File: config.mk
export PLATFORM = sky130hd
export DESIGN_NAME = lshift_arbiter
export DESIGN_NICKNAME = d
export VERILOG_FILES = /design/src/rtl/lshift_pkg.sv /design/src/rtl/lshift_rr_arb.sv /design/src/rtl/lshift_arbiter.sv
export SDC_FILE = /design/constraint.sdc
export NUM_CORES = 1
export LEC_CHECK = 0
export ABC_AREA = 1
export ABC_CLOCK_PERIOD_IN_PS = 1980
export CAP_MARGIN = 20
export CORE_MARGIN = 2
export CORE_UTILIZATION = 30
export CTS_CLUSTER_DIAMETER = 40
export DETAILED_ROUTE_END_ITERATION = 6
export SYNTH_ARGS = -nofsm -noshare
export SYNTH_HDL_FRONTEND = slang
export SYNTH_SLANG_ARGS = --single-unit
File: constraint.sdc
create_clock -name clk -period 1.98 [get_ports clk]
set_input_delay 0.396 -clock clk [delete_from_list [all_inputs] [get_ports clk]]
set_output_delay 0.396 -clock clk [all_outputs]
set_load 0.01 [all_outputs]
File: src/rtl/lshift_pkg.sv
// Shared types and default widths for the two-requester left-shift engine.
// Optional build macro: LSHIFT_BARREL_EN (single-cycle barrel shift instead of the iterative engine).
package lshift_pkg;

   localparam int DIN_W   = 4;
   localparam int SHAMT_W = 4;
   localparam int DOUT_W  = 16;

   localparam logic OWNER_A = 1'b0;
   localparam logic OWNER_B = 1'b1;

   typedef enum logic [1:0] {
      IDLE,
      SHIFT,
      DONE
   } state_t;

endpackage

File: src/rtl/lshift_rr_arb.sv
// Two-way round-robin arbiter: a tie goes to the channel that did not win last time.
module lshift_rr_arb
   import lshift_pkg::*;
(
   input  logic       req_a,
   input  logic       req_b,
   input  logic       last_owner,
   input  logic       enable,
   output logic [1:0] gnt,
   output logic       owner
);

   // NOTE: every output gets a default first so this block never infers a latch.
   always_comb begin
      gnt   = 2'b00;
      owner = OWNER_A;
      if (enable) begin
         if (req_a && req_b) begin
            owner = (last_owner == OWNER_A) ? OWNER_B : OWNER_A;
         end else if (req_b) begin
            owner = OWNER_B;
         end else begin
            owner = OWNER_A;
         end
         if (req_a || req_b) begin
            gnt = (owner == OWNER_B) ? 2'b10 : 2'b01;
         end
      end
   end

endmodule

File: src/rtl/lshift_arbiter.sv
// Shares one 16-bit left-shift engine between channels A and B with round-robin arbitration.
// Define LSHIFT_BARREL_EN to replace the one-bit-per-cycle engine with a single-cycle barrel shift.
module lshift_arbiter
   import lshift_pkg::*;
(
   input  logic               clk,
   input  logic               rst_n,
   input  logic               req_a,
   input  logic [DIN_W-1:0]   bit4_a,
   input  logic [SHAMT_W-1:0] shamt_a,
   output logic               gnt_a,
   input  logic               req_b,
   input  logic [DIN_W-1:0]   bit4_b,
   input  logic [SHAMT_W-1:0] shamt_b,
   output logic               gnt_b,
   output logic               res_valid,
   output logic [DOUT_W-1:0]  res_data,
   output logic               res_owner,
   input  logic               res_ready,
   output logic               busy
);

   state_t               state;
   logic                 last_owner;
   logic [1:0]           arb_gnt;
   logic                 arb_owner;
   logic [DIN_W-1:0]     sel_bit4;
   logic [SHAMT_W-1:0]   sel_shamt;
`ifndef LSHIFT_BARREL_EN
   logic [SHAMT_W-1:0]   count;
`endif

   lshift_rr_arb u_arb (
      .req_a      (req_a),
      .req_b      (req_b),
      .last_owner (last_owner),
      .enable     (state == IDLE),
      .gnt        (arb_gnt),
      .owner      (arb_owner)
   );

   assign sel_bit4  = (arb_owner == OWNER_B) ? bit4_b  : bit4_a;
   assign sel_shamt = (arb_owner == OWNER_B) ? shamt_b : shamt_a;
   assign busy      = (state != IDLE);

   // NOTE: all state is updated with non-blocking assignments; reset is sampled on the clock edge.
   always_ff @(posedge clk) begin
      if (!rst_n) begin
         state      <= IDLE;
         gnt_a      <= 1'b0;
         gnt_b      <= 1'b0;
         res_valid  <= 1'b0;
         res_data   <= '0;
         res_owner  <= OWNER_A;
         last_owner <= OWNER_B;
`ifndef LSHIFT_BARREL_EN
         count      <= '0;
`endif
      end else begin
         gnt_a <= 1'b0;
         gnt_b <= 1'b0;
         case (state)
            IDLE: begin
               if (arb_gnt != 2'b00) begin
                  gnt_a      <= arb_gnt[0];
                  gnt_b      <= arb_gnt[1];
                  res_owner  <= arb_owner;
                  last_owner <= arb_owner;
`ifdef LSHIFT_BARREL_EN
                  res_data   <= DOUT_W'(sel_bit4) << sel_shamt;
                  state      <= DONE;
`else
                  res_data   <= DOUT_W'(sel_bit4);
                  count      <= sel_shamt;
                  state      <= (sel_shamt != '0) ? SHIFT : DONE;
`endif
               end
            end
`ifndef LSHIFT_BARREL_EN
            SHIFT: begin
               res_data <= res_data << 1;
               count    <= count - 1'b1;
               if (count == SHAMT_W'(1)) begin
                  state <= DONE;
               end
            end
`endif
            DONE: begin
               // res_valid rises one cycle after entering DONE and drops on the handshake.
               if (res_valid && res_ready) begin
                  res_valid <= 1'b0;
                  state     <= IDLE;
               end else begin
                  res_valid <= 1'b1;
               end
            end
            default: state <= IDLE;
         endcase
      end
   end

endmodule

======== Word-level counts from Yosys, hierarchy flattened ========
Index checks and enable logic that the tools add are counted.
cells by class
  add/subtract/negate cells ............... 1
  reductions and logical operators ........ 12
  mux-type cells .......................... 20
  equal/unequal tests ..................... 6
operators by type and width
  operator                                                                count
  16-bit one-hot mux with 2 select lines                                  1
  16-bit two-way mux                                                      1
  2-bit two-way mux                                                       7
  4-bit two-way mux                                                       3
  4-bit one-hot mux with 2 select lines                                   1
  1-bit two-way mux                                                       6
  2-bit inequality test (second input constant)                           3
  2-bit one-hot mux with 3 select lines                                   1
  3-bit AND reduction                                                     2
  2-bit nonzero test                                                      3
  4-bit by 1-bit equality test with 1-bit output (second input constant)  1
  2-bit AND reduction                                                     2
  4-bit nonzero test                                                      1
  4-bit by 1-bit subtractor with 4-bit output (second input constant)     1
  2-bit by 1-bit equality test with 1-bit output (second input constant)  1
  2-bit equality test (second input constant)                             1
  1-bit logical AND                                                       2
  2-bit logical NOT                                                       1
  1-bit logical OR                                                        1
storage, ports and cells
  input bits .............................. 21
  bits in registers ....................... 27
  logic and storage cells ................. 47
  output and inout bits ................... 21

======== Logic depth before layout (Yosys ltp) ========
Gate-level depths: netlist of the first run.
  depth after elaboration ................. 9
  gate-level depth with buffers ........... 10
  gate-level depth less buffers ........... 9

======== By module ========
A second synthesis of the first run with hierarchy kept.
unflattened totals
  cell total of the unflattened synthesis .. 185
  area, all modules ....................... 1278.7 sq um
by module, submodules not included
  module          area each (sq um)  cells an instance  seq. area each (sq um)  instances
  lshift_arbiter  1252.5             179                540.5                   1
  lshift_rr_arb   26.3               6                  0.0                     1

======== Worst setup path after synthesis of the first run ========
Ideal clock, no wire load.
  path type ............................... input-to-reg
  start ................................... input req_a
  end ..................................... register state[1]
  stages on the path ...................... 10
  setup time .............................. 0.066 ns
  arrival ................................. 1.191 ns
  setup slack ............................. 0.723 ns
  path buffers ............................ 1
  required time ........................... 1.914 ns
  path through ............................ nand2_1 -> nand3_2 -> buf_6 -> nand2_2 -> nand2_1 -> nor2_2 -> nand2_1 -> nand2_1 -> nand2_1 -> a21oi_2
on the way
  longest elaborated chain between the ends .. 9
  elaborated cells on any way between the ends .. 16
  those cells by class .................... 1 x eq/ne; 10 x mux; 5 x reduce/logical
RTL lines
  item                                                                                 line                                        source
  start, declared                                                                      lshift_arbiter.sv:8                         input logic req_a,
  1-bit logical AND                                                                    lshift_rr_arb.sv:18                         if (req_a && req_b) begin
  1-bit two-way mux                                                                    lshift_rr_arb.sv:18
  1-bit two-way mux                                                                    lshift_rr_arb.sv:17                         if (enable) begin
  1-bit two-way mux / 2-bit two-way mux (equally long branches)                        lshift_rr_arb.sv:17, lshift_rr_arb.sv:26
  4-bit two-way mux / 2-bit two-way mux (equally long branches)                        lshift_arbiter.sv:43, lshift_rr_arb.sv:25
  4-bit nonzero test / 2-bit two-way mux (equally long branches)                       lshift_arbiter.sv:75, lshift_rr_arb.sv:17
  2-bit two-way mux / 2-bit nonzero test (equally long branches)                       lshift_arbiter.sv:75, lshift_arbiter.sv:64
  2-bit two-way mux / 2-bit inequality test (equally long branches)                    -
  2-bit one-hot mux with 3 select lines / 3-bit AND reduction (equally long branches)  -
  end signal, assigned                                                                 lshift_arbiter.sv:75                        state <= (sel_shamt != '0) ? SHIFT : DONE;
  end, declared                                                                        lshift_arbiter.sv:23                        state_t state;
Several ways; a longest one is shown, not always the timed one. The select of a mux whose other input is x is not followed.
A chain may end at the register's enable or synchronous reset.

======== Final worst setup path of the first run ========
  start ................................... register state[0]
  end ..................................... output busy
on the way
  longest elaborated chain between the ends .. 1
RTL lines
  item                line                  source
  2-bit nonzero test  lshift_arbiter.sv:44  assign busy = (state != IDLE);
  end, declared       lshift_arbiter.sv:20  output logic busy
Every way passes these cells.

==> results, run 1 <==
- Among all flip-flop cells after synthesis, the most frequent one is sky130_fd_sc_hd__dfxtp_1.
- After clock tree synthesis, the clock-pin slew on the worst setup and hold paths is 0.10 ns.
- The worst setup path category is register to primary output.
- The congestion estimate from routability-driven global placement came to 0.796.
- The number of global-route vias before repair is 1,122.
- The launch point of the worst reg-to-reg path is state[0].
- The number of antenna violations at the first check in global routing was 0.
- The share of synthesized area occupied by flip-flops and latches is 0.440.
- The total I/O pin count is 42.
- The cell count after synthesis is 165.
- The number of hold buffers added after CTS is 0.
- The floorplan step defined a die boundary enclosing 4620 um^2.
- The worst slew margin relative to its limit is 0.731.
- The first global-routing pass estimated 5090 um of wire.
- The total chip power is 0.00214 W.
- The worst-case setup margin in the final layout is 0.0925 ns.
- After routing, the total negative slack on setup checks comes to 0 ns.
- The setup slack of the worst register-to-register path is 0.50 ns.
- The first detailed-routing pass took 4 iterations.
- In the post-synthesis netlist, the biggest area contributors are sky130_fd_sc_hd__dfxtp_1 (44%), sky130_fd_sc_hd__nand2_1 (15%), sky130_fd_sc_hd__a21oi_1 (10%), sky130_fd_sc_hd__o21ai_0 (5.3%), sky130_fd_sc_hd__inv_1 (4.0%).
- The final critical-path required period is 1.89 ns.
- Prior to clock tree synthesis, the placed netlist has a worst setup slack of 0.0694 ns.
- The share of async-settable or async-resettable flops after synthesis is 0.
- In this run, CTS created clock tree buffers numbering 3.
- The depth of the worst register-to-register path is 9.
- The synthesized flop and latch total is 27.
- The run finished with clean final reports.
- The maximum operating frequency is 530 MHz.
- The core region is 3970 um^2.
- The remaining antenna violation count is 0.
- The launching instance or port of the critical path is state[0].
- The mean routed wirelength per cell is 11.6 um.
- The starting density of the core is 0.309.
- Setup violations remaining at the end of the flow were counted as 0.
- Counting the fill cells in the layout gives 407.
- Relative to the synthesized area, the layout overhead comes to 42.4%.
- The area share of the leading cell type in the synthesized netlist is 0.440.
- The detailed router placed 1,231 vias in this run.
- The startpoint identified for the worst hold timing path is res_data[15].
- STA classifies the critical path startpoint as a register.
- Counting along the longest clock path gives a buffer depth of 2.
- The worst hold path belongs to the class register to register.
- The detailed-route wire length is 3020 um.
- The endpoint class of the critical path is a primary output.
- The period utilization is 0.953.
- Setup repair after global routing left no endpoint under its margin.
- STA puts the critical path data arrival time at 1.49 ns.
- The end of the worst register-to-register path is state[1].
- In the global route stage, overall resource usage came out at 0.145.
- The share of cells above drive strength 1 is 0.100.
- The number of I/O port buffers is 41.
- In this run, synthesis inferred 0 flip-flops with an integrated enable.
- The aggregate global routing overflow is 0.
- The clock sink count is 27.
- TritonCTS built the clock tree.
- The number of buffers inserted to repair setup after CTS is 0.
- The slew at the pin closest to its max-slew limit is 0.393 ns.
- The synthesized net count is 188.
- The worst-case clock skew is 0.00195 ns.
- The synthesized area divided by synthesized cell count is 7.45 um^2.
- In this run the clock root is driven by a sky130_fd_sc_hd__clkbuf_8.
- In this run the cell area measured after placement is 1700 um^2.
- The final-report hold violation count was 0.
- The number of distinct library cells after synthesis is 25.
- The floorplan step set the die width to 68.0 um.
- By instance count, the leading cell after synthesis is sky130_fd_sc_hd__nand2_1.
- The number of antenna diodes in the final layout is 0.
- The combined area of the multi-input logic cells is 589 um^2.
- The area occupied by registers is 541 um^2.
- The initialized floorplan defines 23 standard-cell rows.
- The number of slew-limit violations in the final report came to 0.
- The die height is 68.0 um.
- The remaining design rule violation count is 0.
- The highest fanout seen on the critical path is 8.
- The number of gates resized after CTS was 0.
- The detailed placer's ending HPWL is 2190 um.
- The leakage power is 0.679 nW.
- The Yosys step of the flow raised 0 warnings.
- Entering global routing, the biggest net connects 20 pins.
- The synthesized netlist occupies a cell area of 1230 um^2.
- By count the netlist is led by sky130_fd_sc_hd__nand2_1 (49), sky130_fd_sc_hd__dfxtp_1 (27), sky130_fd_sc_hd__a21oi_1 (25).
- The tool flagged a number of max-cap violations equal to 0.
- At the worst endpoint, the required time is 1.58 ns.
- The insertion delay of the later-clocked pin in the worst-skew pair is 0.28 ns.
- The end point of the worst hold path is res_data[15].
- The via density per instance is 4.73.
- The number of stages on the worst hold path is 2.
- For this design the ratio of total power to cell area is 1220 nW/um^2.
- The level count of the clock H-tree is 1.
- The largest total area in the synthesized netlist belongs to sky130_fd_sc_hd__dfxtp_1.
- The maximum VDD drop is 0.584 mV.
- The finished cells cover 1750 um^2.
- The final layout contains 234 nets.
- The DRC marker count from the first detailed-route iteration is 58.
how the worst max path moves through the flow:
| stage | end | slack, ns | cells after the start |
|---|---|---|---|
| after floorplan | state[1] | 0.72 | 10 |
| after global placement | state[1] | 0.12 | 9 |
| after detailed placement | state[1] | 0.07 | 9 |
| after CTS | busy | 0.08 | 3 |
| after global routing | busy | 0.02 | 3 |
| final | busy | 0.09 | 3 |
power breakdown:
group | internal (W) | leakage [nW] | switching (W) | total (W)
registers | 0.000656 | 0.221 | 0.0000913 | 0.000747
clock network | 0.000143 | 0.0217 | 0.000184 | 0.000327
logic | 0.000445 | 0.437 | 0.000618 | 0.00106
total | 0.00124 | 0.679 | 0.000892 | 0.00214
layout by cell type (no fill, tap or decap), drive strengths merged:
| master | Yosys | final |
|---|---|---|
| clkdlybuf4s50 | 0 | 41 |
| a31oi | 1 | 1 |
| nor2 | 5 | 5 |
| o21a | 1 | 1 |
| xnor2 | 1 | 1 |
| dfxtp | 27 | 27 |
| buf | 5 | 6 |
| nand4 | 4 | 4 |
| o21ai | 14 | 14 |
| nand3 | 8 | 8 |
| clkbuf | 1 | 3 |
| inv | 14 | 14 |
| ha | 2 | 2 |
| a21oi | 26 | 26 |
| clkinvlp | 0 | 1 |
| o211ai | 2 | 2 |
| a2111oi | 1 | 1 |
| nand2 | 53 | 53 |
area by class of cell:
type | instances | share of cell area
flip-flops and latches | 27 | 0.309
repair buffers | 47 | 0.260
multi-input cells | 118 | 0.337
inverters | 14 | 0.0300
clock buffers | 3 | 0.0236
well taps | 50 | 0.0358
clock inverters | 1 | 0.00429
registers in the layout, indices dropped and copies added, names as in the netlist:
name,flops
res_data,16
res_valid,1
count,4
gnt_a,1
last_owner,1
res_owner,1
state,2
gnt_b,1
worst max-delay path: stages (launching register included):
cell                              delay [ns]
sky130_fd_sc_hd__dfxtp_1                0.49
sky130_fd_sc_hd__nor2_4                 0.10
sky130_fd_sc_hd__inv_1                  0.08
sky130_fd_sc_hd__clkdlybuf4s50_1        0.54
through the flow:
stage               utilization  std cells  hold slack [ns]
CTS                       0.440        260            0.480
global placement          0.428        256            0.452
floorplan                     -        165            0.450
detailed placement        0.428        256            0.466
global route              0.440        260            0.497
finish                    0.440        260            0.469
metal layers:
metal	part of all wire	track usage	up-vias
met5	0	0	-
met4	0.015	0.0675	0
met3	0.037	0.0214	4
met2	0.47	0.222	32
met1	0.47	0.201	560
li1	-	-	635
kinds of logic (layout without fill, tap and decap cells):
kind of cell | after synthesis | count (layout) | synth area share
compound gates | 45 | 45 | 0.200
xor+xnor | 1 | 1 | 0.00713
fa+ha+maj | 2 | 2 | 0.0204
buf+inv | 20 | 65 | 0.0804
flops | 27 | 27 | 0.440
simple gates | 70 | 70 | 0.253
Power figures use the tool's default switching activity.
==> run 2: changes to the inputs <==
--- a/config.mk
+++ b/config.mk
@@ -8,7 +8,6 @@
 export ABC_AREA = 1
 export ABC_CLOCK_PERIOD_IN_PS = 1980
 export CAP_MARGIN = 20
-export CORE_MARGIN = 2
 export CORE_UTILIZATION = 30
 export CTS_CLUSTER_DIAMETER = 40
 export DETAILED_ROUTE_END_ITERATION = 6
==> results, run 2 (same netlist as run 1, synthesis figures left out) <==
- The worst setup path is of the register to primary output kind.
- The count of max-cap constraint violations is 0 (unchanged).
- The clock sink count came to 27 (unchanged).
- The period utilization was 0.953 (about the same).
- The count of standard-cell rows is 22 (-4.3%).
- The leakage power is 0.684 nW (+0.67%).
- The cell area after layout is 1750 um^2 (+0.29%).
- The clock tree from TritonCTS is built.
- The sequential fraction of design power is 0.353 (+0.003).
- The via density per instance came to 4.56 (-3.6%).
- Ranked by flip-flop count, first place goes to res_data.
- In this run the critical register-to-register path is captured at state[1].
- The antenna diode instance count came to 0 (unchanged).
- The run finished with clean final reports.
- The slew at the pin closest to its max-slew limit was 0.439 ns (+0.0466 ns).
- The pin count of the biggest net entering global routing is 20 (unchanged).
- Leaving out fill and tap cells, the most frequent cell in the layout is sky130_fd_sc_hd__nand2_1.
- The area overhead of the layout relative to synthesis is 42.8%.
- The number of stages on the worst hold path is 2 (unchanged).
- The switching part of the total is 0.415 (-0.00271).
- The count of cells resized by post-cts repair came to 0 (unchanged).
- The maximum VDD drop is 0.491 mV (-16%).
- The total number of nets in the final design was 235 (+0.43%).
- The internal power of the cells was 0.00123 W (-1.3%).
- The flip-flop count of the largest register, all copies and words added came to 16 (unchanged).
- The highest fanout seen on the critical path is 8 (unchanged).
- The combined area of the multi-input logic cells is 589 um^2 (unchanged).
- The die width is 66.0 um (-2.9%).
- The part of the power in the clock network is 0.155 (+0.002).
- The number of I/O port buffers was 41 (unchanged).
- The net switching component of the power came to 0.000871 W (-2.4%).
- The worst path required time is 1.58 ns (about the same).
- The placed instance area came to 1710 um^2 (+0.29%).
- The detailed placer's ending HPWL is 2140 um (-2.3%).
- The tree is rooted in a sky130_fd_sc_hd__clkbuf_8.
- The mean routed wirelength per cell is 11.3 um (-2.6%).
- The number of slew-limit violations in the final report was 0 (unchanged).
- The largest registers in the layout are res_data x16, count x4, state x2.
- The aggregate global routing overflow is 0 (unchanged).
- The fill cell instance count of the final layout is 400 (-1.7%).
- The startpoint type of the worst setup path is a register.
- The area of the die is 4360 um^2 (-5.8%).
- The maximum operating frequency came to 530 MHz (about the same).
- The remaining antenna violation count came to 0 (unchanged).
- The DRC marker count from the first detailed-route iteration was 48 (-17%).
- The endpoint class of the critical path is a primary output.
- The number of antenna violations at the first check in global routing is 0 (unchanged).
- The number of hold buffers added after CTS was 0 (unchanged).
- The number of global-route vias before repair is 1,098 (-2.1%).
- The starting density of the core came to 0.323 (+0.0141).
- The clock edge transition at the registers on the reported setup and hold paths is 0.10 ns (about the same).
- The count of vias placed by the detailed router came to 1,182 (-4.0%).
- The buffer depth of the longest clock path is 2 (unchanged).
- The worst min-delay path category is register to register.
- In this run the critical register-to-register path is launched from state[0].
- The area occupied by registers was 541 um^2 (unchanged).
- Setup repair after global routing left no endpoint under its margin.
- The remaining design rule violation count came to 0 (unchanged).
- The first-pass GRT wire length is 4910 um (-3.7%).
- The total I/O pin count came to 42 (unchanged).
- The number of buffers inserted to repair setup after CTS came to 0 (unchanged).
- The detailed-routing iteration count for the pre-antenna-repair pass is 4 (unchanged).
- The final-report hold violation count was 0 (unchanged).
- The share of cells above drive strength 1 was 0.104 (+0.00427).
- The total global-route track usage is 0.150 (+0.00504).
- The clock buffer count from CTS is 3 (unchanged).
- The insertion delay of the later-clocked pin in the worst-skew pair came to 0.28 ns (about the same).
- The count of endpoints failing setup in the final report was 0 (unchanged).
- The die height is 66.0 um (-2.9%).
- The final estimated routing congestion in global placement came to 0.789 (-0.78%).
- The area of the core region came to 3800 um^2 (-4.3%).
- The total power density per cell area is 1200 nW/um^2 (-2.0%).
- The worst-case clock skew is 0.00520 ns (+0.00325 ns).
- For hold timing, the worst endpoint is res_owner.
- The level count of the clock H-tree is 1 (unchanged).
- The arrival time of data at the critical path endpoint came to 1.49 ns (about the same).
- In the layout the commonest cells are sky130_fd_sc_hd__nand2_1 (49), sky130_fd_sc_hd__clkdlybuf4s50_1 (41), sky130_fd_sc_hd__dfxtp_1 (27), sky130_fd_sc_hd__a21oi_1 (25).
- The setup slack of the worst register-to-register path was 0.48 ns (-0.02 ns).
- The worst hold path begins at res_owner.
- The depth of the worst register-to-register path was 9 (unchanged).
- The worst slew margin relative to its limit is 0.700 (-0.0319).
- The final setup TNS is 0 ns (unchanged).
- The detailed-route wire length is 2930 um (-3.0%).
- The final critical-path required period came to 1.89 ns (-0.00103 ns).
- The relative contribution of combinational cells to total power is 0.492 (-0.005).
## run 2: changes by cell type in the layout (fill, tap and decap cells not counted)
cell	previous run	this run
sky130_fd_sc_hd__buf_4	6	7
## run 2: how the worst max path moves through the flow
stage | startpoint | endpoint | slack [ns] | cells after the start
after global routing | state[0] | busy | 0.02 | 3
final | state[0] | busy | 0.09 | 3
after CTS | state[0] | busy | 0.07 | 3
after global placement | req_a | state[1] | 0.18 | 10
after floorplan | req_a | state[1] | 0.72 | 10
after detailed placement | req_a | state[1] | 0.15 | 10
## run 2: worst max-delay path: stages, from the launching register on
cell	delay [ns]
sky130_fd_sc_hd__dfxtp_1	0.49
sky130_fd_sc_hd__nor2_4	0.11
sky130_fd_sc_hd__inv_1	0.08
sky130_fd_sc_hd__clkdlybuf4s50_1	0.53
## run 2: power groups by stage
stage          Clock, W  Sequential, W  Combinational [W]
6_report       0.000324       0.000741            0.00103
3_5_place_dp          0       0.000754            0.00104
3_3_place_gp          0       0.000754            0.00104
2_1_floorplan         0       0.000765           0.000703
4_1_cts        0.000337       0.000743            0.00105
5_1_grt        0.000361       0.000760            0.00118
## run 2: per-stage QoR
step            util  total power, W  setup slack [ns]  std cells  hold slack [ns]
2_1_floorplan      -         0.00147             0.723        165            0.450
3_3_place_gp   0.449         0.00180             0.182        255            0.453
3_5_place_dp   0.449         0.00180             0.154        255            0.453
4_1_cts        0.462         0.00213            0.0746        259            0.466
5_1_grt        0.462         0.00230            0.0161        259            0.493
6_report       0.462         0.00210            0.0935        259            0.462
## run 2: layer usage
metal | global-route usage | vias up | wire length (um) | part of all wire
li1 | - | 634 | - | -
met1 | 0.197 | 519 | 1460 | 0.50
met2 | 0.230 | 25 | 1310 | 0.45
met3 | 0.0276 | 4 | 92 | 0.031
met4 | 0.0851 | 0 | 62 | 0.021
met5 | 0 | - | 0 | 0
## run 2: final cells by class
type	count	share of cell area
multi-input combinational	118	0.336
tap	48	0.0342
inverter	14	0.0300
sequential	27	0.308
clock inverter	1	0.00428
clock buffer	3	0.0235
timing repair buffer	48	0.264
